`config.mk`:
```
export PLATFORM = sky130hd
export DESIGN_NAME = conv_input_loader
export DESIGN_NICKNAME = d
export VERILOG_FILES = /design/src/rtl/conv_pkg.sv /design/src/rtl/mem_load_ctrl.sv /design/src/rtl/conv_input_loader.sv
export SDC_FILE = /design/constraint.sdc
export NUM_CORES = 1
export LEC_CHECK = 0
export ABC_AREA = 1
export CAP_MARGIN = 10
export CELL_PAD_IN_SITES_DETAIL_PLACEMENT = 0
export CELL_PAD_IN_SITES_GLOBAL_PLACEMENT = 1
export CORE_AREA = 2 2 39 41
export DETAILED_ROUTE_END_ITERATION = 16
export DIE_AREA = 0 0 41 43
export GPL_ROUTABILITY_DRIVEN = 0
export GPL_TIMING_DRIVEN = 0
export PLACE_DENSITY = 0.76
export SYNTH_ARGS = -nofsm -noshare
export SYNTH_HDL_FRONTEND = slang
export SYNTH_SLANG_ARGS = --single-unit
```
`constraint.sdc`:
```
create_clock -name clk -period 3.1 [get_ports clk]
set_clock_uncertainty 0.15 [all_clocks]
set_input_delay 0.31 -clock clk [delete_from_list [all_inputs] [get_ports clk]]
set_output_delay 0.31 -clock clk [all_outputs]
set_load 0.02 [all_outputs]
```
`src/rtl/conv_pkg.sv`:
```
// Shared types and helpers for the 1-D convolution input side.
package conv_pkg;

   typedef enum logic {LOAD = 1'b0, FULL = 1'b1} load_state_t;

   // Address width needed to index a memory of the given depth (never below 1).
   function automatic int addr_width(input int depth);
      return (depth > 1) ? $clog2(depth) : 1;
   endfunction

   localparam int X_MEM_SIZE_DEF       = 8;
   localparam int F_MEM_SIZE_DEF       = 4;
   localparam int X_MEM_ADDR_WIDTH_DEF = addr_width(X_MEM_SIZE_DEF);
   localparam int F_MEM_ADDR_WIDTH_DEF = addr_width(F_MEM_SIZE_DEF);

endpackage

```
`src/rtl/mem_load_ctrl.sv`:
```
// One memory fill channel: LOAD/FULL FSM plus write address counter.
module mem_load_ctrl
   import conv_pkg::*;
#(
   parameter int SIZE       = 8,
   parameter int ADDR_WIDTH = 3
) (
   input  logic                  clk,
   input  logic                  reset,
   input  logic                  valid_i,
   input  logic                  clear_i,
   output logic                  ready_o,
   output logic                  wr_en_o,
   output logic [ADDR_WIDTH-1:0] wr_addr_o,
   output logic                  full_o
);

   localparam logic [ADDR_WIDTH-1:0] LAST_ADDR = ADDR_WIDTH'(SIZE - 1);

   load_state_t           state_q, state_d;
   logic [ADDR_WIDTH-1:0] cnt_q, cnt_d;

   // Ready depends only on registered state, never on valid.
   assign ready_o   = (state_q == LOAD);
   assign wr_en_o   = valid_i && ready_o;
   assign wr_addr_o = cnt_q;
   assign full_o    = (state_q == FULL);

   always_comb begin
      state_d = state_q;
      cnt_d   = cnt_q;
      if (clear_i) begin
         state_d = LOAD;
         cnt_d   = '0;
      end else if (wr_en_o) begin
         if (cnt_q == LAST_ADDR) begin
            cnt_d   = '0;
            state_d = FULL;
         end else begin
            cnt_d = cnt_q + 1'b1;
         end
      end
   end

   always_ff @(posedge clk or negedge reset) begin
      if (!reset) begin
         state_q <= LOAD;
         cnt_q   <= '0;
      end else begin
         state_q <= state_d;
         cnt_q   <= cnt_d;
      end
   end

endmodule

```
`src/rtl/conv_input_loader.sv`:
```
// Fills the X and F memories and holds conv_start until the output side finishes.
module conv_input_loader
   import conv_pkg::*;
#(
   parameter int X_MEM_SIZE       = X_MEM_SIZE_DEF,
   parameter int F_MEM_SIZE       = F_MEM_SIZE_DEF,
   parameter int X_MEM_ADDR_WIDTH = X_MEM_ADDR_WIDTH_DEF,
   parameter int F_MEM_ADDR_WIDTH = F_MEM_ADDR_WIDTH_DEF
) (
   input  logic                        clk,
   input  logic                        reset,
   input  logic                        s_valid_x,
   output logic                        s_ready_x,
   input  logic                        s_valid_f,
   output logic                        s_ready_f,
   input  logic                        conv_done,
   output logic                        xmem_wr_en,
   output logic [X_MEM_ADDR_WIDTH-1:0] xmem_wr_addr,
   output logic                        fmem_wr_en,
   output logic [F_MEM_ADDR_WIDTH-1:0] fmem_wr_addr,
   output logic                        conv_start
);

   logic x_full, f_full;
   logic clear;

   // conv_done only counts while a convolution is actually running.
   assign conv_start = x_full && f_full;
   assign clear      = conv_done && conv_start;

   mem_load_ctrl #(
      .SIZE       (X_MEM_SIZE),
      .ADDR_WIDTH (X_MEM_ADDR_WIDTH)
   ) u_x_ctrl (
      .clk       (clk),
      .reset     (reset),
      .valid_i   (s_valid_x),
      .clear_i   (clear),
      .ready_o   (s_ready_x),
      .wr_en_o   (xmem_wr_en),
      .wr_addr_o (xmem_wr_addr),
      .full_o    (x_full)
   );

   mem_load_ctrl #(
      .SIZE       (F_MEM_SIZE),
      .ADDR_WIDTH (F_MEM_ADDR_WIDTH)
   ) u_f_ctrl (
      .clk       (clk),
      .reset     (reset),
      .valid_i   (s_valid_f),
      .clear_i   (clear),
      .ready_o   (s_ready_f),
      .wr_en_o   (fmem_wr_en),
      .wr_addr_o (fmem_wr_addr),
      .full_o    (f_full)
   );

endmodule
```
==> After elaboration in Yosys (flattened, before gate mapping) <==
Index checks and enable logic that the tools add are counted.
{ "word_totals": {"reg_bits": 7, "out_inout_bits": 10, "wordCells": 32} }
{ "classes": {"add_sub_neg": 2, "n_eq_ne": 2, "mux": 12, "bitwise": 2, "reduce_logical": 10} }
{ "ops": {"columns": ["operator", "count"], "rows": [
  ["2-to-1 mux 3 bit", 3],
  ["nonzero test 2 bit", 4],
  ["2-to-1 mux 1 bit", 6],
  ["2-to-1 mux 2 bit", 3],
  ["logical AND 1 bit", 4],
  ["AND reduction 2 bit", 2],
  ["adder 3 x 1 -> 3 bit, second input constant", 1],
  ["equality test 3 bit, second input constant", 1],
  ["adder 2 x 1 -> 2 bit, second input constant", 1],
  ["equality test 2 bit, second input constant", 1],
  ["inverter 1 bit", 2]
]} }

==> Depth between registers and ports, before layout <==
Gate-level depths: netlist of the first run.
{ "depth": {"depth_word": 4, "ltp_mapped": 6, "mapped_depth_nobuf": 6} }

==> Hierarchy <==
A second synthesis of the first run with hierarchy kept.
{ "unflattened": {"hier_cells": 45, "hier_area_um2": 379.1} }
{ "modules_own_cells": {"columns": ["module", "n_inst", "cells_per_inst", "area_each_um2", "seq_area_each_um2"], "rows": [
  ["mem_load_ctrl (u_x_ctrl)", 1, 23, 207.7, 100.1],
  ["mem_load_ctrl (u_f_ctrl)", 1, 18, 153.9, 75.1],
  ["conv_input_loader", 1, 4, 17.5, 0.0]
]} }

==> Worst setup path before layout of the first run <==
OpenSTA, ideal clock, no wires.
{ "synth_path": {"path_type": "register to register", "from": "reg u_x_ctrl.cnt_q[0], in the netlist u_x_ctrl.wr_addr_o[0]", "to": "reg u_x_ctrl.state_q, in the netlist u_x_ctrl.full_o", "setup_time_ps": 114, "arrival_time_ps": 1053, "setup_slack_ps": 1784, "path_stages_with_launch": 7, "path_buffers": 0, "cell_sequence": "dfrtp_1 > ha_1 > ha_1 > nand2_1 > nand2_1 > nand2_1 > inv_1"} }
{ "synth_via": {"elab_chain_cells": 3} }
{ "synth_lines": {"columns": ["item", "line", "rtl"], "rows": [
  ["from (decl)", "mem_load_ctrl.sv:21", "logic [ADDR_WIDTH-1:0] cnt_q, cnt_d;"],
  ["from (signal assigned)", "mem_load_ctrl.sv:51", "cnt_q <= cnt_d;"],
  ["equality test 3 bit", "mem_load_ctrl.sv:36", "if (cnt_q == LAST_ADDR) begin"],
  ["nonzero test 2 bit (no source line)", null, null],
  ["AND reduction 2 bit (no source line)", null, null],
  ["to (signal assigned)", "mem_load_ctrl.sv:50", "state_q <= state_d;"],
  ["to (decl)", "mem_load_ctrl.sv:20", "load_state_t state_q, state_d;"]
]} }
Every way passes these cells.
A chain may end at the register's enable or synchronous reset.

==> Final worst setup path of the first run <==
{ "layout_path": {"from": "in s_valid_x", "to": "out xmem_wr_en"} }
{ "layout_via": {"elab_chain_cells": 1} }
{ "layout_lines": {"columns": ["item", "line", "rtl"], "rows": [
  ["from (decl)", "conv_input_loader.sv:12", "input logic s_valid_x,"],
  ["logical AND 1 bit", "mem_load_ctrl.sv:25", "assign wr_en_o = valid_i && ready_o;"],
  ["to (decl)", "conv_input_loader.sv:17", "output logic xmem_wr_en,"]
]} }
Every way passes these cells.

==> summary.txt, run 1 <==
run status -> completed
Worst Max-Slew Pin Slew -> 0.325 ns
Post-layout nets -> 73
Cell Count, Final, Fillers Out -> 80
ys async rst share -> 1.00
sequential area share after synthesis -> 0.473
diodes inserted -> 0
worst reg2reg startpoint -> u_x_ctrl.wr_addr_o[0]
area grow syn2layout -> 50.3%
synthesized cell area -> 370 um^2
Tmin final -> 2.06 ns
final worst slack -> 1.04 ns
initial antenna violation count -> 0
setup slack after placement -> 1.04 ns
CTS root buf -> clkbuf_4
setup TNS -> 0 ns
most common cell in the netlist -> nand2_1
register bit count reported by yosys -> 7
vias -> 339
final number of setup-violating endpoints -> 0
critical path capture point type -> primary output
CTS Buf Count -> 3
global-route wire length before repair -> 1320 um
Post-CTS Setup Inserts -> 0
Slew Limit Fails -> 0
Clock Sinks -> 7
ys flop type -> dfrtp_1
PortBufs -> 14
CP Launch Type -> primary input
Clk pin slew, worst setup/hold paths -> 0.05 ns
clk buf depth -> 2
share of layout cells above drive strength 1 -> 0.156
dpl cells -> 76
Critical Path, Cell by Cell -> clkdlybuf4s50_1 > nand2_4 > inv_2 > clkdlybuf4s50_1
Slowest-stage cell, CP -> clkdlybuf4s50_1
CP max stage delay -> 0.60 ns
drt pass-1 iters -> 2
Net Count, Synth -> 54
Comb pwr share -> 0.547
Relative slew margins -> 0.783
Fmax -> 485 MHz
YS warnings -> 0
Initial Utilization -> 0.268
EDFF count, synth -> 0
Final ANT Viol Nets -> 0
vias in the first global route -> 315
die width -> 41 um
max-cap viol count -> 0
die height -> 43 um
P_int -> 326 uW
number of H-tree levels -> 1
area leader, netlist -> dfrtp_1
die area -> 0.00176 mm^2
CP startpoint -> s_valid_x
# DRC -> 0
clk_lat worst skew -> 0.25 ns
Ports -> 15
Gates resized, CTS repair -> 0
Initial DRC Count -> 4
core box area -> 0.00138 mm^2
total net switching power -> 240 uW
final wirelength -> 724 um
Post-synth top cells -> 17 x nand2_1, 7 x dfrtp_1, 5 x nand3_1
HPWL after DPL -> 573 um
Worst VDD drop -> 274 uV
worst path required time -> 2.64 ns
Critical Path AT -> 1.60 ns
fin crit share -> 0.665
Clk pwr share -> 0.148
syn avg cell area -> 8.05 um^2
hold-fix buffers at CTS -> 0
WL/cell -> 9.05 um
Syn Inst Count -> 46
static leakage -> 0.304 nW
total track usage -> 0.119
largest net degree at the start of global routing -> 8
switching part of the total -> 0.423
CTS tree -> yes
worst reg-to-reg path cell count -> 6
Via density -> 4.24
pwr/cell area -> 1020 mW/mm^2
Worst Hold Class -> in2async
Final Hold Vio Count -> 0
RSZ-0062 raised after global routing -> false
synth unique cells -> 10
Seq pwr share -> 0.305
site row count -> 14
Final Util -> 0.402
most frequent CP cell -> clkdlybuf4s50_1
grt ovf -> 0
largest cells by area after synthesis -> dfrtp_1 47%, nand2_1 17%, ha_1 10%
Power Total -> 566 uW
post-synth top area share -> 0.473
Crit Path Category -> in2out
CP Max Fanout -> 4
-- registers in the layout (all words and copies together), names as in the netlist --
| name | flops |
|---|---|
| u_x_ctrl.full_o | 1 |
| u_f_ctrl.wr_addr_o | 2 |
| u_x_ctrl.wr_addr_o | 3 |
| u_f_ctrl.full_o | 1 |
-- cells by family (layout without fill, tap and decap cells) --
logic type                 Yosys count  in the layout  synth area share
DFF                                  7              7             0.473
buffers and inverters                8             26            0.0811
and+or+nand+nor                     28             28             0.345
adders and majority gates            3              3             0.101
-- power by group through the flow --
stage	registers, mW	clock network (mW)	logic (mW)
after floorplan	0.206	0	0.146
after global placement	0.173	0	0.311
after detailed placement	0.175	0	0.314
after CTS	0.174	0.0840	0.315
after global routing	0.179	0.0915	0.358
final	0.173	0.0835	0.310
-- layer usage --
layer  up-vias  track usage  wire length (um)
met5         -            0                 0
met4         0        0.100                28
met3         5       0.0628                56
met2        11        0.147               314
met1       147        0.144               325
li1        176            -                 -
-- layout make-up --
type,instances,area [um^2]
Timing Repair Buffer,14,140
Clock buffer,4,26.3
Fill cell,159,827
Multi-Input combinational cell,31,165
Tap cell,16,20.0
Sequential cell,7,175
Inverter,8,30.0
-- worst max-delay path: cells and delay by family --
family	cells	cell delay [ns]
buffers and inverters	3	1.21
AND/OR/NAND/NOR	1	0.08
-- layout by cell type, fill, tap and decap left out --
| cell type | instances |
|---|---|
| clkbuf_1 | 1 |
| nand2_1 | 17 |
| ha_1 | 3 |
| nand3_2 | 1 |
| nor2_1 | 3 |
| nand3_1 | 5 |
| dfrtp_1 | 7 |
| nand2_4 | 1 |
| clkbuf_4 | 3 |
| nand2_2 | 1 |
| inv_1 | 4 |
| inv_2 | 4 |
| clkdlybuf4s50_1 | 14 |
-- per-stage QoR --
step	hold WS (ns)	area [um^2]
5_1_grt	0.183	557
3_5_place_dp	0.368	531
6_report	0.167	557
2_1_floorplan	-0.136	370
4_1_cts	0.176	557
3_3_place_gp	0.364	531
-- path summary, 6_finish.rpt --
kind / endpoint / slack [ns]
worst max-delay path: xmem_wr_en / 1.04
worst min-delay path: u_f_ctrl.full_o / 0.17
worst max register to register: u_x_ctrl.full_o / 1.79
worst min register to register: u_x_ctrl.wr_addr_o[1] / 0.38
max in group asynchronous: u_x_ctrl.wr_addr_o[2] / 2.39
min in group clk: u_x_ctrl.wr_addr_o[1] / 0.38
Power figures use the tool's default switching activity.
==> run 2: changes to the inputs <==
--- a/config.mk
+++ b/config.mk
@@ -9,12 +9,11 @@
 export CAP_MARGIN = 10
 export CELL_PAD_IN_SITES_DETAIL_PLACEMENT = 0
 export CELL_PAD_IN_SITES_GLOBAL_PLACEMENT = 1
-export CORE_AREA = 2 2 39 41
+export CORE_UTILIZATION = 27
 export DETAILED_ROUTE_END_ITERATION = 16
-export DIE_AREA = 0 0 41 43
 export GPL_ROUTABILITY_DRIVEN = 0
 export GPL_TIMING_DRIVEN = 0
-export PLACE_DENSITY = 0.76
+export PLACE_DENSITY = 0.74
 export SYNTH_ARGS = -nofsm -noshare
 export SYNTH_HDL_FRONTEND = slang
 export SYNTH_SLANG_ARGS = --single-unit
==> constraint.sdc (replaced) <==
create_clock -name clk -period 2.1 [get_ports clk]
set_clock_uncertainty 0.15 [all_clocks]
set_input_delay 0.21 -clock clk [delete_from_list [all_inputs] [get_ports clk]]
set_output_delay 0.21 -clock clk [all_outputs]
set_load 0.02 [all_outputs]
==> run 2 against run 1 <==
Routed wire length fell by 1.1%. Cell count fell by 2.5%. Die area fell by 14%. Global-route usage fell by 0.25 points. Design area fell by 0.45%. Sequential power rose by 48%. Sequential share of layout area rose by 0.14 points. Worst hold slack got worse by 0.10 ns. Critical path type unchanged.
==> summary.txt, run 2 (synthesis gave the netlist of run 1 again) <==
Relative slew margins -> 0.784
WL/cell -> 9.18 um
setup TNS -> 0 ns
Clk pin slew, worst setup/hold paths -> 0.06 ns
most common cell after layout, fill and taps aside -> nand2_1
Worst VDD drop -> 631 uV
area grow syn2layout -> 49.7%
Clock Sinks -> 7
final worst slack -> 0.236 ns
most frequent cells in the layout -> 17 x nand2_1, 14 x clkdlybuf4s50_1, 7 x dfrtp_1, 5 x nand3_1
Initial Utilization -> 0.312
site row count -> 12
CP Max Fanout -> 4
final number of setup-violating endpoints -> 0
die area -> 0.00152 mm^2
global-route wire length before repair -> 1170 um
worst path required time -> 1.74 ns
Critical Path AT -> 1.50 ns
die height -> 39.0 um
share of layout cells above drive strength 1 -> 0.156
clk buf depth -> 2
PortBufs -> 14
Slew Limit Fails -> 0
total track usage -> 0.117
hold-fix buffers at CTS -> 0
die width -> 39.0 um
run status -> completed
CTS Buf Count -> 3
Initial DRC Count -> 14
number of H-tree levels -> 1
Crit Path Category -> in2out
Fmax -> 536 MHz
initial antenna violation count -> 0
worst reg2reg setup slack -> 0.83 ns
vias in the first global route -> 284
dpl cells -> 74
Worst Max-Slew Pin Slew -> 0.323 ns
grt ovf -> 0
Worst Hold Class -> in2async
fin crit share -> 0.888
Filler cells -> 126
setup slack after placement -> 0.241 ns
CTS tree -> yes
Tmin final -> 1.86 ns
critical path capture point type -> primary output
vias -> 339
drt pass-1 iters -> 4
Post-layout nets -> 73
Cell Count, Final, Fillers Out -> 78
max reg flops -> 3
Post-CTS Setup Inserts -> 0
core box area -> 0.00119 mm^2
Ports -> 15
Gates resized, CTS repair -> 0
RSZ-0062 raised after global routing -> false
Via density -> 4.35
static leakage -> 0.304 nW
HPWL after DPL -> 569 um
diodes inserted -> 0
Final Util -> 0.467
largest net degree at the start of global routing -> 8
max-cap viol count -> 0
Final Hold Vio Count -> 0
# DRC -> 0
CP Launch Type -> primary input
final wirelength -> 716 um
clk_lat worst skew -> 0.25 ns
Final ANT Viol Nets -> 0
pwr/cell area -> 1500 mW/mm^2
CTS root buf -> clkbuf_4
==> run 2: cell counts in the layout (fill, tap and decap cells not counted) <==
Identical to the previous run, type by type.
==> run 2: power breakdown <==
part	switching, mW	total [mW]	leakage, nW	internal (mW)
clock network	0.0484	0.121	0.0150	0.0725
logic	0.245	0.456	0.202	0.211
registers	0.0579	0.256	0.0873	0.198
total	0.351	0.833	0.304	0.481
==> run 2: critical path: stages <==
cell and delay (ns):
clkdlybuf4s50_1 0.54, nand2_4 0.08, inv_2 0.08, clkdlybuf4s50_1 0.60
==> run 2: final timing paths <==
| kind | from | to | cells after the start |
|---|---|---|---|
| worst max-delay path | s_valid_x | xmem_wr_en | 4 |
| worst min-delay path | reset | u_x_ctrl.wr_addr_o[2] | 1 |
| worst max register to register | u_x_ctrl.wr_addr_o[0] | u_x_ctrl.full_o | 6 |
| worst min register to register | u_f_ctrl.wr_addr_o[1] | u_f_ctrl.wr_addr_o[1] | 2 |
| max in group asynchronous | reset | u_f_ctrl.wr_addr_o[1] | 1 |
| min in group clk | u_f_ctrl.wr_addr_o[1] | u_f_ctrl.wr_addr_o[1] | 2 |
==> run 2: cell type report <==
| cell class | instances | area, um^2 | area share |
|---|---|---|---|
| clock buffer | 4 | 26.3 | 0.0474 |
| inverter | 8 | 30.0 | 0.0542 |
| tap | 14 | 17.5 | 0.0316 |
| timing repair buffer | 14 | 140 | 0.253 |
| sequential | 7 | 175 | 0.316 |
| multi-input combinational | 31 | 165 | 0.298 |
==> run 2: stage by stage <==
| step | area (um^2) | hold WS, ns | power, mW |
|---|---|---|---|
| 3_3_place_gp | 528 | 0.345 | 0.714 |
| 2_1_floorplan | 370 | -0.236 | 0.521 |
| 3_5_place_dp | 528 | 0.344 | 0.719 |
| 6_report | 554 | 0.0673 | 0.833 |
| 4_1_cts | 554 | 0.0703 | 0.847 |
| 5_1_grt | 554 | 0.0802 | 0.908 |
==> run 2: layer usage <==
metal | up-vias | part of all wire | GRT usage | routed length [um]
li1 | 176 | - | - | -
met1 | 152 | 0.49 | 0.156 | 352
met2 | 11 | 0.42 | 0.158 | 298
met3 | 0 | 0.091 | 0.0694 | 65
met4 | 0 | 0 | 0.0259 | 0
met5 | - | 0 | 0 | 0
